--- src/rtl/multicycle_main_control.sv ---
// multicycle_main_control: main control FSM for the multicycle MIPS-style core.
// It sequences fetch, decode, execute, memory and writeback, stalls on
// MemReady, and traps undecodable opcodes. Memory waits longer than
// MEM_WAIT_MAX cycles are abandoned and restart at FETCH.
// Optional build macro PERF_COUNTERS_EN adds the CycleCount and RetiredCount outputs.

module multicycle_main_control #(
   parameter int MEM_WAIT_MAX = 15,
   parameter int STATE_W      = 4
) (
   input  logic               clk,
   input  logic               reset,
   input  logic [5:0]         Opcode,
   input  logic               MemReady,
   output logic [2:0]         ALUOpcode,
   output logic               PCWrite,
   output logic               PCWriteCond,
   output logic               IorD,
   output logic               MemRead,
   output logic               MemWrite,
   output logic               IRWrite,
   output logic               MemtoReg,
   output logic               RegDst,
   output logic               RegWrite,
   output logic               ALUSrcA,
   output logic [1:0]         ALUSrcB,
   output logic [1:0]         PCSource,
   output logic               IllegalOp,
   output logic               MemTimeout,
   output logic [STATE_W-1:0] State
`ifdef PERF_COUNTERS_EN
   ,
   output logic [31:0]        CycleCount,
   output logic [31:0]        RetiredCount
`endif
);

   localparam logic [5:0] OP_RTYPE = 6'b000000;
   localparam logic [5:0] OP_J     = 6'b000010;
   localparam logic [5:0] OP_BEQ   = 6'b000100;
   localparam logic [5:0] OP_ADDI  = 6'b001000;
   localparam logic [5:0] OP_SLTI  = 6'b001010;
   localparam logic [5:0] OP_ANDI  = 6'b001100;
   localparam logic [5:0] OP_ORI   = 6'b001101;
   localparam logic [5:0] OP_LW    = 6'b100011;
   localparam logic [5:0] OP_SW    = 6'b101011;

   // Count value seen on the last permitted wait cycle (1..255 fits in 8 bits).
   localparam logic [7:0] WAIT_LAST = 8'(MEM_WAIT_MAX - 1);

   typedef enum logic [3:0] {
      S_FETCH   = 4'd0,
      S_DECODE  = 4'd1,
      S_MEMADR  = 4'd2,
      S_MEMRD   = 4'd3,
      S_MEMWB   = 4'd4,
      S_MEMWR   = 4'd5,
      S_REXEC   = 4'd6,
      S_RWB     = 4'd7,
      S_IEXEC   = 4'd8,
      S_IWB     = 4'd9,
      S_BEQ     = 4'd10,
      S_JUMP    = 4'd11,
      S_ILLEGAL = 4'd12
   } state_t;

   typedef struct packed {
      logic       fetch_wr;   // PCWrite/IRWrite of FETCH, still to be qualified by MemReady
      logic       pc_write;
      logic       pc_write_cond;
      logic       iord;
      logic       mem_read;
      logic       mem_write;
      logic       mem_to_reg;
      logic       reg_dst;
      logic       reg_write;
      logic       alu_src_a;
      logic [1:0] alu_src_b;
      logic [1:0] pc_source;
      logic [2:0] alu_op;
      logic       illegal;
   } ctl_t;

   state_t     r_state;
   logic [7:0] r_wait;
   logic [5:0] r_op;
   ctl_t       r_ctl;

   state_t     w_next;
   logic       w_hold;
   logic       w_timeout;
   logic       w_retire;
   logic [5:0] w_op_next;
   ctl_t       w_ctl;

   // Opcode dispatch performed in DECODE.
   function automatic state_t dispatch(input logic [5:0] op);
      state_t s;
      case (op)
         OP_LW, OP_SW:                     s = S_MEMADR;
         OP_RTYPE:                         s = S_REXEC;
         OP_BEQ:                           s = S_BEQ;
         OP_ADDI, OP_ANDI, OP_ORI, OP_SLTI: s = S_IEXEC;
         OP_J:                             s = S_JUMP;
         default:                          s = S_ILLEGAL;
      endcase
      return s;
   endfunction

   // ALU operation for the immediate-type instructions.
   function automatic logic [2:0] imm_alu_op(input logic [5:0] op);
      logic [2:0] a;
      case (op)
         OP_ANDI: a = 3'b011;
         OP_ORI:  a = 3'b100;
         OP_SLTI: a = 3'b111;
         default: a = 3'b000;
      endcase
      return a;
   endfunction

   // Moore output table: everything the datapath sees while in state s.
   function automatic ctl_t ctl_of(input state_t s, input logic [5:0] op);
      ctl_t c;
      c = '0;
      case (s)
         S_FETCH: begin
            c.mem_read  = 1'b1;
            c.fetch_wr  = 1'b1;
            c.alu_src_b = 2'b01;
         end
         S_DECODE: begin
            c.alu_src_b = 2'b11;
         end
         S_MEMADR: begin
            c.alu_src_a = 1'b1;
            c.alu_src_b = 2'b10;
         end
         S_MEMRD: begin
            c.mem_read = 1'b1;
            c.iord     = 1'b1;
         end
         S_MEMWB: begin
            c.reg_write  = 1'b1;
            c.mem_to_reg = 1'b1;
         end
         S_MEMWR: begin
            c.mem_write = 1'b1;
            c.iord      = 1'b1;
         end
         S_REXEC: begin
            c.alu_src_a = 1'b1;
            c.alu_op    = 3'b010;
         end
         S_RWB: begin
            c.reg_write = 1'b1;
            c.reg_dst   = 1'b1;
         end
         S_IEXEC: begin
            c.alu_src_a = 1'b1;
            c.alu_src_b = 2'b10;
            c.alu_op    = imm_alu_op(op);
         end
         S_IWB: begin
            c.reg_write = 1'b1;
         end
         S_BEQ: begin
            c.alu_src_a     = 1'b1;
            c.alu_op        = 3'b001;
            c.pc_write_cond = 1'b1;
            c.pc_source     = 2'b01;
         end
         S_JUMP: begin
            c.pc_write  = 1'b1;
            c.pc_source = 2'b10;
         end
         S_ILLEGAL: begin
            c.illegal = 1'b1;
         end
         default: ;
      endcase
      return c;
   endfunction

   // Next-state selection, memory-wait holding and timeout detection.
   always_comb begin
      w_next    = r_state;
      w_hold    = 1'b0;
      w_timeout = 1'b0;
      case (r_state)
         S_FETCH: begin
            if (MemReady) w_next = S_DECODE;
            else          w_hold = 1'b1;
         end
         S_DECODE:  w_next = dispatch(Opcode);
         S_MEMADR:  w_next = (r_op == OP_SW) ? S_MEMWR : S_MEMRD;
         S_MEMRD: begin
            if (MemReady) w_next = S_MEMWB;
            else          w_hold = 1'b1;
         end
         S_MEMWR: begin
            if (MemReady) w_next = S_FETCH;
            else          w_hold = 1'b1;
         end
         S_REXEC:   w_next = S_RWB;
         S_IEXEC:   w_next = S_IWB;
         S_MEMWB, S_RWB, S_IWB, S_BEQ, S_JUMP, S_ILLEGAL: w_next = S_FETCH;
         default:   w_next = S_FETCH;
      endcase
      if (w_hold && (r_wait == WAIT_LAST)) begin
         w_timeout = 1'b1;
         w_next    = S_FETCH;
      end
   end

   // An instruction retires when a completing state hands back to FETCH.
   always_comb begin
      w_retire = 1'b0;
      if ((w_next == S_FETCH) && !w_timeout) begin
         case (r_state)
            S_MEMWB, S_MEMWR, S_RWB, S_IWB, S_BEQ, S_JUMP: w_retire = 1'b1;
            default:                                        w_retire = 1'b0;
         endcase
      end
   end

   // The IEXEC ALU op must come from the opcode seen in DECODE, not a later one.
   assign w_op_next = (r_state == S_DECODE) ? Opcode : r_op;

   // State register, wait counter, opcode latch and registered control outputs.
   always_ff @(posedge clk) begin
      if (reset) begin
         r_state <= S_FETCH;
         r_wait  <= '0;
         r_ctl   <= ctl_of(S_FETCH, 6'b000000);
      end else begin
         r_state <= w_next;
         r_wait  <= (w_hold && !w_timeout) ? r_wait + 8'd1 : 8'd0;
         r_ctl   <= ctl_of(w_next, w_op_next);
         if (r_state == S_DECODE) r_op <= Opcode;
      end
   end

   // While reset is held every control output sits at its inactive value.
   assign w_ctl = reset ? '0 : r_ctl;

   assign ALUOpcode   = w_ctl.alu_op;
   assign PCWrite     = w_ctl.pc_write | (w_ctl.fetch_wr & MemReady);
   assign PCWriteCond = w_ctl.pc_write_cond;
   assign IorD        = w_ctl.iord;
   assign MemRead     = w_ctl.mem_read;
   assign MemWrite    = w_ctl.mem_write;
   assign IRWrite     = w_ctl.fetch_wr & MemReady;
   assign MemtoReg    = w_ctl.mem_to_reg;
   assign RegDst      = w_ctl.reg_dst;
   assign RegWrite    = w_ctl.reg_write;
   assign ALUSrcA     = w_ctl.alu_src_a;
   assign ALUSrcB     = w_ctl.alu_src_b;
   assign PCSource    = w_ctl.pc_source;
   assign IllegalOp   = w_ctl.illegal;
   assign MemTimeout  = w_timeout & ~reset;
   assign State       = STATE_W'(r_state);

`ifdef PERF_COUNTERS_EN
   logic [31:0] r_cycle_cnt;
   logic [31:0] r_retired_cnt;

   // Free-running cycle counter and retired-instruction counter, both wrapping.
   always_ff @(posedge clk) begin
      if (reset) begin
         r_cycle_cnt   <= '0;
         r_retired_cnt <= '0;
      end else begin
         r_cycle_cnt <= r_cycle_cnt + 32'd1;
         if (w_retire) r_retired_cnt <= r_retired_cnt + 32'd1;
      end
   end

   assign CycleCount   = r_cycle_cnt;
   assign RetiredCount = r_retired_cnt;
`else
   logic w_unused_retire;
   assign w_unused_retire = w_retire;
`endif

endmodule

--- config.mk ---
export PLATFORM = sky130hd
export DESIGN_NAME = multicycle_main_control
export DESIGN_NICKNAME = d
export VERILOG_FILES = /design/src/rtl/multicycle_main_control.sv
export SDC_FILE = /design/constraint.sdc
export NUM_CORES = 1
export LEC_CHECK = 0
export ABC_AREA = 1
export CORE_ASPECT_RATIO = 1.1
export CORE_MARGIN = 2
export CORE_UTILIZATION = 56
export DETAILED_ROUTE_END_ITERATION = 10
export PLACE_DENSITY = 0.92
export SYNTH_ARGS = -nofsm -noshare
export SYNTH_HDL_FRONTEND = slang
export SYNTH_SLANG_ARGS = --single-unit
--- constraint.sdc ---
create_clock -name clk -period 4.2 [get_ports clk]
set_input_delay 0.63 -clock clk [delete_from_list [all_inputs] [get_ports clk]]
set_output_delay 0.63 -clock clk [all_outputs]
set_load 0.005 [all_outputs]
Word-level counts from Yosys, hierarchy flattened
Cells that the tools add are included.
Word-level totals
  input bits: 9
  flip-flop bits (word level): 36
Cells by class
  reduce and logical (&&, ||, !) cells: 15
  eq/ne operators: 31
  muxes and demuxes: 27
  bitwise operators: 5
  $add $sub $neg: 1
Operators by type and width (count)
  $eq 6x4->1 const B: 7
  $pmux 4 s7: 1
  $eq 4x3->1 const B: 6
  $eq 4x4->1 const B: 6
  $pmux 4 s5: 1
  $eq 6x6->1 const B: 3
  $mux 18: 1
  $pmux 3 s3: 2
  $eq 4x2->1 const B: 4
  $mux 4: 4
  $mux 1: 14
  $reduce_or 2->1: 5
  $add 8x1->8 const B: 1
  $eq 4x1->1 const B: 2
  $eq 8x4->1 const B: 1
  $logic_not 4->1: 2
  $reduce_or 4->1: 2
  $eq 6x2->1 const B: 1
  $eq 6x3->1 const B: 1
  $logic_not 6->1: 1
  $mux 6: 1
  $pmux 2 s3: 1
  $reduce_or 3->1: 2
  $pmux 2 s2: 1
  other kinds (6): 9

Logic depth before layout (Yosys ltp)
Gate-level depths: netlist of run 1.
  depth after elaboration: 9
  depth in mapped cells: 14

Worst setup path after synthesis of run 1
Ideal clock, no wire load.
  path kind: input-to-output
  start: input port reset
  end: output port PCSource[0]
  arrival time: 1.427 ns
  stages: 4
  path slack: 2.143 ns
  data required time: 3.570 ns
  cell sequence: clkbuf_1 -> buf_1 -> nor2_1 -> buf_4
On the way
  longest elaborated chain between the ends: 1
Ends and longest elaborated chain
  from (decl): RTL line 12  | input logic reset,
  $mux 18: RTL line 245  | assign w_ctl = reset ? '0 : r_ctl;
  to (decl): RTL line 27  | output logic [1:0] PCSource,
Every way passes these cells.

Worst setup path after layout of run 1
  start: input port reset
  end: output port PCWriteCond
On the way
  longest elaborated chain between the ends: 1
Ends and longest elaborated chain
  $mux 18: RTL line 245
  to (decl): RTL line 17  | output logic PCWriteCond,
Every way passes these cells.

==> flow_metrics.env, run 1 <==
export IMPL_overflow=0
export IMPL_hpwl_mm=2.83
export IMPL_synth_xor_area_share=0.0236
export IMPL_fp_dieW_um=58.8
export IMPL_antenna_cells=0
export IMPL_synth_ff_type="dfxtp_1"
export IMPL_violations="design-rule violations"
export IMPL_start_util=0.598
export IMPL_hp_class="flop to flop"
export IMPL_critPathLaunchType="primary input"
export IMPL_synth_compound_area_frac=0.0837
export IMPL_cts_buffer_depth=2
export IMPL_netlist_cell_type_count=31
export IMPL_die_y_um=64.3
export IMPL_wl_met3_um=269
export IMPL_ys_seq_area_frac=0.411
export IMPL_grt_util_all_layers=0.219
export IMPL_cp_data_arrival_time_ps=2280
export IMPL_status="finished with violations"
export IMPL_rows=21
export IMPL_regToRegSetupSlack_ps=2240
export IMPL_period_minus_slack_ps=2910
export IMPL_drt_met1_wl_mm=1.52
export IMPL_vias=1667
export IMPL_antenna_found_initial=0
export IMPL_fin_skew_ps=10.5
export IMPL_viasPerCell=5.10
export IMPL_finalCritPeriodShare=0.693
export IMPL_maxUsedRoutingLayer="met4"
export IMPL_synth_top_area_share=0.313
export IMPL_io_buffers=31
export IMPL_clock_fmax_ghz=0.344
export IMPL_syn_area_mm2=0.00185
export IMPL_hold_worst_slack_ps=475
export IMPL_synth_edf_count=6
export IMPL_cp_end_kind="primary output"
export IMPL_area_growth_syn_to_layout_pct=22.1
export IMPL_synth_warnings=0
export IMPL_p_per_area_mw_per_mm2=372
export IMPL_grt_first_pass_wirelength_mm=6.28
export IMPL_clk_latency_ps=340
export IMPL_relSlewSlack=0.664
export IMPL_synth_top_family_by_area="simple AND/OR/NAND/NOR gates"
export IMPL_cts_resized=0
export IMPL_cp_max_fo=16
export IMPL_cts_inserted_buffers=5
export IMPL_met2_wirelength_mm=1.80
export IMPL_ys_seq_elements=35
export IMPL_synthSimpleGateAreaFrac=0.362
export IMPL_p_total_mw=0.842
export IMPL_drtIter0Drc=96
export IMPL_layout_drive_gt1_share=0.143
export IMPL_synth_area_mux_share=0
export IMPL_clk_pin_slew_ps=110
export IMPL_cts_tree="yes"
export IMPL_dieArea_mm2=0.00379
export IMPL_cp_required_ps=3570
export IMPL_wirelength_mm=3.62
export IMPL_maxSlewViolCount=0
export IMPL_avgSynthCellArea_um2=7.18
export IMPL_postCtsHoldBufs=0
export IMPL_grt_pass1_vias=1475
export IMPL_syn_num_nets=269
export IMPL_dr_pass1_iters=7
export IMPL_worstMarginPinSlew_ps=503
export IMPL_nets=304
export IMPL_grt_setup_unrepaired="false"
export IMPL_io_pins=32
export IMPL_layout_commonest_cell="nor2_1"
export IMPL_setup_viol=0
export IMPL_ctsHtreeMaxLevel=2
export IMPL_synth_cells=258
export IMPL_yosysTopAreaCell="dfxtp_1"
export IMPL_gp_congestion=0.879
export IMPL_final_cell_mix="nor2_1, inv_1, nand2_1, clkdlybuf4s50_1, dfxtp_1"
export IMPL_cts_num_sinks=35
export IMPL_drv_cap=0
export IMPL_coreArea_mm2=0.00310
export IMPL_synthAdderAreaFrac=0.0135
export IMPL_root_buffer="clkbuf_4"
export IMPL_fin_tns_setup_ps=0
export IMPL_hold_viol=0
export IMPL_synthTopCellsByArea="dfxtp_1, nor2_1, edfxtp_1"
export IMPL_fillers=252
export IMPL_leakage_nw=0.985
export IMPL_path_class="primary input to primary output"
export IMPL_async_flop_share=0
export IMPL_routedWlPerCell_um=11.1
export IMPL_vdd_drop_max_mv=0.261
export IMPL_cts_setup_buffers=0
export IMPL_grt_start_max_net_pins=17
export IMPL_drc_errors=4
export IMPL_postRouteAntennaNets=0
-- stage by stage --
step	instance area [µm²]	utilization	instances	setup WS [ps]
2_1_floorplan	1850	-	258	2140
3_3_place_gp	2190	0.707	320	1320
3_5_place_dp	2190	0.707	320	1290
4_1_cts	2260	0.730	327	1290
5_1_grt	2260	0.730	327	1170
6_report	2260	0.730	327	1290
-- cell families (layout without fill, tap and decap cells) --
logic type,count (synthesis),count (layout)
AOI/OAI and AO/OA,22,22
buffers and inverters,49,84
xor gates and xnor gates,5,5
and+or+nand+nor,145,145
adders and majority gates,2,2
DFF,35,35
-- critical path, stage by stage --
cell and delay, ps:
clkdlybuf4s50_1 660, buf_4 320, nor2_1 150, clkdlybuf4s50_1 520
-- path summary, 6_finish.rpt --
path / start / end / cells past startpoint
max: reset / PCWriteCond / 4
min: r_wait[0]$_SDFF_PP0_ / r_wait[0]$_SDFF_PP0_ / 1
max reg2reg: State[0]$_SDFF_PP0_ / r_ctl[8]$_SDFF_PP0_ / 11
min reg2reg: r_wait[0]$_SDFF_PP0_ / r_wait[0]$_SDFF_PP0_ / 1
-- layer usage --
metal | vias up | GRT usage
met3 | 6 | 0.0547
li1 | 884 | -
met2 | 60 | 0.364
met5 | - | 0
met1 | 717 | 0.271
met4 | 0 | 0.0767
-- layout make-up --
class	instances	area, µm²	share of cell area
inverter	44	168	0.0741
clock inverter	1	30.0	0.0133
tap	34	42.5	0.0188
clock buffer	6	41.3	0.0183
multi-input combinational	174	895	0.395
timing repair buffer	33	325	0.144
sequential	35	761	0.336
-- flip-flops by register name (all words and copies together) (netlist names) --
| name | flops |
|---|---|
| r_op | 6 |
| State | 4 |
| r_wait | 8 |
| r_ctl | 17 |
-- where the power goes --
part           internal (mW)  leakage [nW]  total, mW  switching, mW
registers              0.374         0.294      0.391         0.0172
clock network          0.123        0.0383      0.229          0.106
logic                 0.0836         0.652      0.222          0.139
total                  0.580         0.985      0.842          0.262
-- cell usage after synthesis (5+ instances only) --
cell type / n
edfxtp_1: 6
nand2_2: 8
inv_2: 5
o21ai_2: 5
nand3_1: 26
nand4_1: 6
nor2_1: 54
dfxtp_1: 29
nor2_2: 5
inv_1: 37
nand2_1: 35
xor2_1: 5
(Power assumes the default switching activity.)
==> run 2: changes to the inputs <==
--- a/config.mk
+++ b/config.mk
@@ -8,9 +8,9 @@
 export ABC_AREA = 1
 export CORE_ASPECT_RATIO = 1.1
 export CORE_MARGIN = 2
-export CORE_UTILIZATION = 56
+export CORE_UTILIZATION = 47
 export DETAILED_ROUTE_END_ITERATION = 10
-export PLACE_DENSITY = 0.92
+export PLACE_DENSITY = 0.83
 export SYNTH_ARGS = -nofsm -noshare
 export SYNTH_HDL_FRONTEND = slang
 export SYNTH_SLANG_ARGS = --single-unit
==> constraint.sdc (replaced) <==
create_clock -name clk -period 2.48 [get_ports clk]
set_input_delay 0.372 -clock clk [delete_from_list [all_inputs] [get_ports clk]]
set_output_delay 0.372 -clock clk [all_outputs]
set_load 0.005 [all_outputs]
==> flow_metrics.env, run 2 (same netlist as run 1, synthesis figures left out) <==
export IMPL_status="completed"
export IMPL_fillers=321
export IMPL_drv_cap=0
export IMPL_final_cell_mix="nor2_1, inv_1, nand2_1, clkdlybuf4s50_1, dfxtp_1"
export IMPL_drc_errors=0
export IMPL_io_pins=32
export IMPL_multi_input_area_um2=895
export IMPL_fp_dieW_um=63.9
export IMPL_cp_data_arrival_time_ps=1930
export IMPL_overflow=0
export IMPL_cts_inserted_buffers=5
export IMPL_layout_drive_gt1_share=0.150
export IMPL_reg_top3="r_ctl: 17 flops, r_wait: 8 flops, r_op: 6 flops"
export IMPL_root_buffer="clkbuf_8"
export IMPL_ctsHtreeMaxLevel=2
export IMPL_cp_max_fo=5
export IMPL_die_y_um=69.9
export IMPL_relSlewSlack=0.775
export IMPL_cts_buffer_depth=2
export IMPL_layout_commonest_cell="nor2_1"
export IMPL_nets=304
export IMPL_final_instance_count_excl_fill=344
export IMPL_postRouteAntennaNets=0
export IMPL_path_class="flop to primary output"
export IMPL_rows=23
export IMPL_finalCritPeriodShare=0.928
export IMPL_grt_util_all_layers=0.165
export IMPL_worstMarginPinSlew_ps=336
export IMPL_vdd_drop_max_mv=0.385
export IMPL_hp_class="flop to flop"
export IMPL_drtIter0Drc=54
export IMPL_clock_fmax_ghz=0.435
export IMPL_area_growth_syn_to_layout_pct=25.5
export IMPL_fin_skew_ps=5.08
export IMPL_seq_area_um2=761
export IMPL_postCtsHoldBufs=0
export IMPL_antenna_found_initial=0
export IMPL_coreArea_mm2=0.00371
export IMPL_vias=1633
export IMPL_grt_start_max_net_pins=31
export IMPL_largest_reg_flops=17
export IMPL_dieArea_mm2=0.00446
export IMPL_cts_setup_buffers=0
export IMPL_grt_first_pass_wirelength_mm=5.95
export IMPL_hold_viol=0
export IMPL_gp_congestion=0.918
export IMPL_top_register="r_ctl"
export IMPL_setup_viol=0
export IMPL_cts_num_sinks=35
export IMPL_grt_pass1_vias=1395
export IMPL_critPathLaunchType="flop"
export IMPL_io_buffers=31
export IMPL_cp_end_kind="primary output"
export IMPL_antenna_cells=0
export IMPL_grt_setup_unrepaired="false"
export IMPL_cts_tree="yes"
export IMPL_cts_resized=0
export IMPL_clk_pin_slew_ps=70
export IMPL_period_minus_slack_ps=2300
export IMPL_maxSlewViolCount=0
export IMPL_start_util=0.499
export IMPL_clk_latency_ps=280
export IMPL_routedWlPerCell_um=10.2
export IMPL_p_per_area_mw_per_mm2=638
export IMPL_fin_tns_setup_ps=0
export IMPL_dr_pass1_iters=4
export IMPL_hpwl_mm=2.78
export IMPL_viasPerCell=4.75
export IMPL_cp_required_ps=2110
export IMPL_hold_worst_slack_ps=467
export IMPL_placed_cells=336
export IMPL_wirelength_mm=3.50
export IMPL_leakage_nw=1.01
==> run 2: changes by cell type in the layout (fill, tap and decap cells not counted) <==
cell	delta
clkbuf_8	+7
buf_12	+1
inv_4	+1
clkbuf_1	-1
buf_4	-1
clkbuf_4	-5
bufinv_16	-1
==> run 2: through the flow <==
step	total power, mW	utilization	setup slack, ps	area, µm²
finish	1.48	0.627	179	2330
global route	1.56	0.627	43.3	2330
CTS	1.49	0.627	169	2330
detailed placement	1.05	0.599	241	2220
global placement	1.04	0.599	253	2220
floorplan	0.937	-	891	1850
==> run 2: power by group <==
| part | internal [mW] | switching [mW] | total [mW] |
|---|---|---|---|
| clock network | 0.253 | 0.198 | 0.451 |
| logic | 0.144 | 0.228 | 0.372 |
| registers | 0.633 | 0.0280 | 0.661 |
==> run 2: critical path, stage by stage, from the launching register on <==
cell and delay (ps):
dfxtp_1 420, inv_2 80, nor2_2 140, nand3_1 120
nand3_2 90, nand2_2 70, nor3_1 170, clkdlybuf4s50_1 540
==> run 2: path summary, 6_finish.rpt <==
kind                             start                   end  slack, ps  depth (start not counted)
hold reg to reg   r_wait[0]$_SDFF_PP0_  r_wait[0]$_SDFF_PP0_        470                          1
setup / recovery   State[0]$_SDFF_PP0_            MemTimeout        180                          7
setup reg to reg   State[0]$_SDFF_PP0_   r_ctl[3]$_SDFF_PP0_        560                         10
hold / removal    r_wait[0]$_SDFF_PP0_  r_wait[0]$_SDFF_PP0_        470                          1
==> run 2: per-layer routing <==
layer / vias to the layer above / GRT usage / wire (µm)
li1: 880 / - / -
met1: 713 / 0.203 / 1640
met2: 36 / 0.284 / 1690
met3: 4 / 0.0370 / 138
met4: 0 / 0.0507 / 36
met5: - / 0 / 0
==> run 2: final cells by class <==
| class | instances | area share |
|---|---|---|
| repair buffers | 33 | 0.145 |
| well taps | 50 | 0.0269 |
| inverters | 44 | 0.0721 |
| clock buffers | 7 | 0.0414 |
| clock inverters | 1 | 0.00269 |
| multi-input cells | 174 | 0.385 |
| flip-flops and latches | 35 | 0.327 |
